--- src/rtl/systolic_pkg.sv ---
// Shared definitions for the systolic array datapath: partial-sum width,
// the saturation limits the quantizer also range-checks against, and the accumulator FSM states.
package systolic_pkg;

    localparam int PSW = 18;

    localparam logic signed [PSW-1:0] PSUM_MAX = 18'sh1FFFF;   //  131071
    localparam logic signed [PSW-1:0] PSUM_MIN = 18'sh20000;   // -131072

    typedef enum logic [1:0] {
        ST_IDLE  = 2'd0,
        ST_ACCUM = 2'd1,
        ST_OUT   = 2'd2
    } acc_state_t;

endpackage

--- src/rtl/psum_accumulator_if.sv ---
// Beat input from the array and result output to the quantizer, both valid/ready.
// The accumulator sits on the slave side; the array/quantizer pair is the master.
interface psum_accumulator_if #(
    parameter int PSW = systolic_pkg::PSW
);
    logic                  in_valid;
    logic                  in_ready;
    logic signed [PSW-1:0] psi1, psi2, psi3, psi4;
    logic                  out_valid;
    logic                  out_ready;
    logic signed [PSW-1:0] pso1, pso2, pso3, pso4;

    modport master (
        output in_valid, psi1, psi2, psi3, psi4, out_ready,
        input  in_ready, out_valid, pso1, pso2, pso3, pso4
    );

    modport slave (
        input  in_valid, psi1, psi2, psi3, psi4, out_ready,
        output in_ready, out_valid, pso1, pso2, pso3, pso4
    );
endinterface

--- src/rtl/sat_add_lane.sv ---
// One-lane saturating add of a partial sum into an accumulator; purely combinational.
// No handshake; flags whenever the result had to be clamped.
module sat_add_lane
    import systolic_pkg::*;
(
    input  logic signed [PSW-1:0] acc,
    input  logic signed [PSW-1:0] psi,
    output logic signed [PSW-1:0] sum,
    output logic                  sat
);
    logic signed [PSW:0] wide;

    assign wide = {acc[PSW-1], acc} + {psi[PSW-1], psi};

    // Top two bits disagree only when the true sum left the PSW-bit range.
    always_comb begin
        sat = 1'b0;
        sum = wide[PSW-1:0];
        if (wide[PSW] != wide[PSW-1]) begin
            sat = 1'b1;
            sum = wide[PSW] ? PSUM_MIN : PSUM_MAX;
        end
    end
endmodule

--- src/rtl/psum_accumulator.sv ---
// Accumulates num_tiles beats of four column partial sums with saturation; result valid 1 cycle after last beat.
// in_ready is high only in ACCUM; totals are held on out_valid until out_ready, then done pulses.
module psum_accumulator #(
    parameter int NUM_LANES = 4,
    parameter int PSW       = systolic_pkg::PSW,
    parameter int TCW       = 4
) (
    input  logic            clk,
    input  logic            rst,
    input  logic            start,
    input  logic [TCW-1:0]  num_tiles,
    psum_accumulator_if.slave io,
    output logic            busy,
    output logic            done,
    output logic            sat
);
    import systolic_pkg::*;

    acc_state_t            state;
    logic [TCW-1:0]        cnt;
    logic [TCW-1:0]        tiles;
    logic                  in_ready_q;
    logic                  out_valid_q;
    logic signed [PSW-1:0] acc      [NUM_LANES];
    logic signed [PSW-1:0] psi      [NUM_LANES];
    logic signed [PSW-1:0] lane_sum [NUM_LANES];
    logic [NUM_LANES-1:0]  lane_sat;
    logic [TCW-1:0]        cnt_nxt;

    assign psi[0] = io.psi1;
    assign psi[1] = io.psi2;
    assign psi[2] = io.psi3;
    assign psi[3] = io.psi4;

    for (genvar l = 0; l < NUM_LANES; l++) begin : g_lane
        sat_add_lane u_lane (
            .acc (acc[l]),
            .psi (psi[l]),
            .sum (lane_sum[l]),
            .sat (lane_sat[l])
        );
    end

    assign cnt_nxt = cnt + 1'b1;

    always_ff @(posedge clk) begin
        if (rst) begin
            state       <= ST_IDLE;
            cnt         <= '0;
            tiles       <= '0;
            sat         <= 1'b0;
            in_ready_q  <= 1'b0;
            out_valid_q <= 1'b0;
            busy        <= 1'b0;
            done        <= 1'b0;
            for (int l = 0; l < NUM_LANES; l++) acc[l] <= '0;
        end else begin
            done <= 1'b0;
            case (state)
                ST_IDLE: begin
                    if (start) begin
                        for (int l = 0; l < NUM_LANES; l++) acc[l] <= '0;
                        cnt        <= '0;
                        tiles      <= (num_tiles == '0) ? TCW'(1) : num_tiles;
                        sat        <= 1'b0;
                        in_ready_q <= 1'b1;
                        busy       <= 1'b1;
                        state      <= ST_ACCUM;
                    end
                end
                ST_ACCUM: begin
                    if (io.in_valid) begin
                        for (int l = 0; l < NUM_LANES; l++) acc[l] <= lane_sum[l];
                        if (|lane_sat) sat <= 1'b1;
                        cnt <= cnt_nxt;
                        if (cnt_nxt == tiles) begin
                            in_ready_q  <= 1'b0;
                            out_valid_q <= 1'b1;
                            state       <= ST_OUT;
                        end
                    end
                end
                ST_OUT: begin
                    if (io.out_ready) begin
                        out_valid_q <= 1'b0;
                        busy        <= 1'b0;
                        done        <= 1'b1;
                        state       <= ST_IDLE;
                    end
                end
                default: state <= ST_IDLE;
            endcase
        end
    end

    assign io.in_ready  = in_ready_q;
    assign io.out_valid = out_valid_q;
    assign io.pso1      = acc[0];
    assign io.pso2      = acc[1];
    assign io.pso3      = acc[2];
    assign io.pso4      = acc[3];
endmodule

--- src/flat_wrapper.sv ---
// flat-port wrapper written by rule: the top's interface ports become plain ports
module psum_accumulator_flat import systolic_pkg::*;
#(
    parameter int NUM_LANES = 4,
    parameter int PSW       = systolic_pkg::PSW,
    parameter int TCW       = 4
)
  (clk, rst, start, num_tiles, busy, done, sat, io_in_valid, io_psi1, io_psi2, io_psi3, io_psi4, io_out_ready, io_in_ready, io_out_valid, io_pso1, io_pso2, io_pso3, io_pso4);
  psum_accumulator_if #(.PSW(PSW)) io_i ();
  input  logic clk;
  input  logic rst;
  input  logic start;
  input  logic [TCW-1:0] num_tiles;
  output logic busy;
  output logic done;
  output logic sat;
  input wire logic [$bits(io_i.in_valid)-1:0] io_in_valid;
  input wire logic [$bits(io_i.psi1)-1:0] io_psi1;
  input wire logic [$bits(io_i.psi2)-1:0] io_psi2;
  input wire logic [$bits(io_i.psi3)-1:0] io_psi3;
  input wire logic [$bits(io_i.psi4)-1:0] io_psi4;
  input wire logic [$bits(io_i.out_ready)-1:0] io_out_ready;
  output wire logic [$bits(io_i.in_ready)-1:0] io_in_ready;
  output wire logic [$bits(io_i.out_valid)-1:0] io_out_valid;
  output wire logic [$bits(io_i.pso1)-1:0] io_pso1;
  output wire logic [$bits(io_i.pso2)-1:0] io_pso2;
  output wire logic [$bits(io_i.pso3)-1:0] io_pso3;
  output wire logic [$bits(io_i.pso4)-1:0] io_pso4;
  assign io_i.in_valid = io_in_valid;
  assign io_i.psi1 = io_psi1;
  assign io_i.psi2 = io_psi2;
  assign io_i.psi3 = io_psi3;
  assign io_i.psi4 = io_psi4;
  assign io_i.out_ready = io_out_ready;
  assign io_in_ready = io_i.in_ready;
  assign io_out_valid = io_i.out_valid;
  assign io_pso1 = io_i.pso1;
  assign io_pso2 = io_i.pso2;
  assign io_pso3 = io_i.pso3;
  assign io_pso4 = io_i.pso4;
  psum_accumulator #(.NUM_LANES(NUM_LANES), .PSW(PSW), .TCW(TCW)) u_core (.clk(clk), .rst(rst), .start(start), .num_tiles(num_tiles), .io(io_i), .busy(busy), .done(done), .sat(sat));
endmodule
--- config.mk ---
export PLATFORM = sky130hd
export DESIGN_NAME = psum_accumulator_flat
export DESIGN_NICKNAME = d
export VERILOG_FILES = /design/src/rtl/systolic_pkg.sv /design/src/rtl/psum_accumulator_if.sv /design/src/rtl/sat_add_lane.sv /design/src/rtl/psum_accumulator.sv /design/src/flat_wrapper.sv
export SDC_FILE = /design/constraint.sdc
export NUM_CORES = 1
export LEC_CHECK = 0
export ABC_AREA = 1
export BUFFER_PORTS_ARGS = -buffer_cell sky130_fd_sc_hd__buf_2
export CAP_MARGIN = 20
export CORE_UTILIZATION = 50
export CTS_CLUSTER_SIZE = 12
export DETAILED_ROUTE_END_ITERATION = 16
export PLACE_DENSITY = 0.82
export SLEW_MARGIN = 0
export SYNTH_ARGS = -nofsm -noshare
export SYNTH_HDL_FRONTEND = slang
export SYNTH_SLANG_ARGS = --single-unit
--- constraint.sdc ---
create_clock -name clk -period 3.2 [get_ports clk]
set_clock_uncertainty 0.15 [all_clocks]
set_input_delay 0.64 -clock clk [delete_from_list [all_inputs] [get_ports clk]]
set_output_delay 0.64 -clock clk [all_outputs]
set_load 0.02 [all_outputs]
==> metrics <==
status=finished, final reports clean; Mapped Area=0.007091 mm^2; final setup margin=0.5199 ns; Die W=121.1 um; initial antenna violation count=0; Power Dens Cells=497.7 mW/mm^2; clk_lat worst skew=0.35 ns; clk slew on worst S/H paths=0.07 ns; FILL cells=1303; io pins=158; H-tree levels=3; # nets final=1285; pins over their slew limit=0; Period Utilization, post-route=83.75%; Post-CTS Setup Bufs=0; synthesized net count=1112; CP required=3.14 ns; Max VDD drop=0.3130 mV; grt total ovfl=0; largest net degree at the start of global routing=19; CTS max path bufs=2; Max Fclk=373.1 MHz; Hold Fails Final Rpt=0; FF+latch count, synth=87; root buffer cell=clkbuf_16; met1 Track Usage GR=31.90%; DRC=0; IO Port Bufs=157; Routed Wire Length=17.25 mm; met2 Track Usage GR=39.00%; critical setup path kind=reg -> reg; met3 usage=3.008%; initial cell density of the core=51.08%; Mapped Avg Cell Area=7.432 um^2; arrival time at the worst endpoint=2.62 ns; row count=43; CTS tree=built; register area=0.002282 mm^2; Yosys cell types=36; core region area=0.01388 mm^2; startpoint types=flip-flop; maxcap violations=0; top_reg_cell synth=edfxtp_1; Crit. End Element=flip-flop; setup TNS=0 ns; layout cells sized above 1=19.96%; YS warnings=0; async set or reset register ratio after synthesis=0%; min cycle time layout=2.680 ns; Multi-input gate area=0.004375 mm^2; Post-DP HPWL=13.35 mm; vias in the first global route=6374; DRT iter0 DRCs=413; detailed-route via count=6950; Pre-Repair DR Iteration Count=5; endpoints failing setup=0; leakage power=4.444 nW; Slew HR=61.39%; CTS sink cnt=87; Cells after Synth=954; DRT antenna net count=0; flop-to-flop setup slack=0.52 ns; Die Ht=121.1 um; CTS Buf Count=9; Post-synth EDFFs=54; Post-CTS Resized=0; worst-path fanout max=10; dpl ws=0.1785 ns; min-delay worst type=reg -> reg; sequential fraction of the synthesis area=32.19%; busiest grt layer=met2; RePlAce Congestion=0.8967; Hold-fix buffers, CTS=0; Layout area overhead=19.11%; GRT Util Overall=23.90%; n_diodes=0; die area=0.01466 mm^2; DR WL/cell=13.14 um; first-pass GRT wire length=28.23 mm; measured slew at the worst slew-check pin=0.5756 ns; DR vias/cell=5.297; RSZ-0062 raised after global routing=no
registers in the layout, indices dropped and copies added (netlist names):
name,count
u_core.busy,1
u_core.io.in_ready,1
u_core.acc,72
u_core.cnt,4
u_core.done,1
u_core.state,2
u_core.tiles,4
u_core.io.out_valid,1
u_core.sat,1
through the flow:
stage / std cells / hold WS, ns / total power, mW / utilization (%) / instance area, um^2
floorplan: 954 / 0.3201 / 2.698 / - / 7091
global placement: 1296 / 0.2891 / 3.122 / 58.76 / 8157
detailed placement: 1296 / 0.3005 / 3.155 / 58.76 / 8157
CTS: 1312 / 0.3109 / 4.223 / 60.84 / 8446
global route: 1312 / 0.3305 / 4.486 / 60.84 / 8446
finish: 1312 / 0.3090 / 4.204 / 60.84 / 8446
power breakdown:
group / switching, mW / internal [mW] / total, mW
logic: 1.09 / 0.627 / 1.72
registers: 0.0849 / 1.35 / 1.43
clock network: 0.510 / 0.547 / 1.06
final timing paths:
path | start | endpoint | depth (start not counted)
hold reg to reg | u_core.sat | u_core.sat | 2
hold / removal | u_core.sat | u_core.sat | 2
setup reg to reg | u_core.acc[0][0] | u_core.acc[0][16] | 13
setup / recovery | u_core.acc[0][0] | u_core.acc[0][16] | 13
metal layers:
metal	share of wire (%)	wire, um
met1	46	7951
met3	5.1	887
met4	2.3	405
met2	46	8001
met5	0	0
layout make-up:
type                    count  area share [%]
well taps                 180           2.667
repair buffers            175           10.90
clock buffers               9           2.667
inverters                  94           4.178
flip-flops and latches     87           27.02
multi-input cells         760           51.81
clock inverters             7          0.7556
synth_stat cells, types with 6 or more instances:
| cell type | n | area [um^2] |
|---|---|---|
| o21ai_1 | 6 | 30.03 |
| a21oi_2 | 7 | 61.31 |
| dfxtp_1 | 33 | 660.6 |
| o21bai_1 | 10 | 75.07 |
| ha_1 | 73 | 913.4 |
| a21oi_1 | 81 | 405.4 |
| inv_1 | 89 | 334.1 |
| a31oi_1 | 9 | 56.30 |
| nor2_1 | 58 | 217.7 |
| nand2_1 | 279 | 1047 |
| edfxtp_1 | 54 | 1622 |
| o21ai_0 | 51 | 255.2 |
| xor2_1 | 31 | 271.5 |
| nand3_1 | 80 | 400.4 |
| xnor2_1 | 29 | 254.0 |
| nand2_2 | 11 | 68.82 |
critical path, cell delays in order (launching register included):
cell and delay (ns):
edfxtp_1 0.39, ha_1 0.22, inv_1 0.08, fa_1 0.42
inv_1 0.10, nand3_1 0.09, nand3_2 0.13, nand2_1 0.10
nand2_1 0.09, nand2_1 0.05, nand2_1 0.06, nand2_2 0.14
nand2_1 0.26, o21ai_0 0.14
cell families (layout without fill, tap and decap cells):
| logic type | Yosys count | after routing | synth area share (%) |
|---|---|---|---|
| buffers and inverters | 107 | 285 | 6.105 |
| xor gates and xnor gates | 60 | 60 | 7.411 |
| DFF | 87 | 87 | 32.19 |
| AOI/OAI and AO/OA | 176 | 176 | 13.90 |
| adders and majority gates | 77 | 77 | 14.01 |
| and+or+nand+nor | 447 | 447 | 26.38 |
placed cells by master, fill, tap and decap left out:
master and count:
clkinv_4 2, nand4_1 1, nor3b_1 1, clkbuf_16 9, fa_1 4, nor3_1 2
clkinv_1 2, dfxtp_1 33, nor2_1 58, inv_1 89, xnor2_1 29, nand3_1 80
nor4_1 5, inv_6 4, buf_2 157, a21o_1 3, inv_8 1, buf_4 18
a21oi_2 7, nor3_2 2, o21ai_1 6, o211ai_1 1, inv_2 3, o21bai_1 10
nand3_2 3, xor2_1 31, nor2_2 3, ha_1 73, and2_1 2, o21ai_0 51
a21oi_4 1, a21oi_1 81, o22ai_1 2, a31oi_1 9, nand2_1 279, nand2_2 11
edfxtp_1 54, o21ai_2 5
Power figures use the tool's default switching activity.
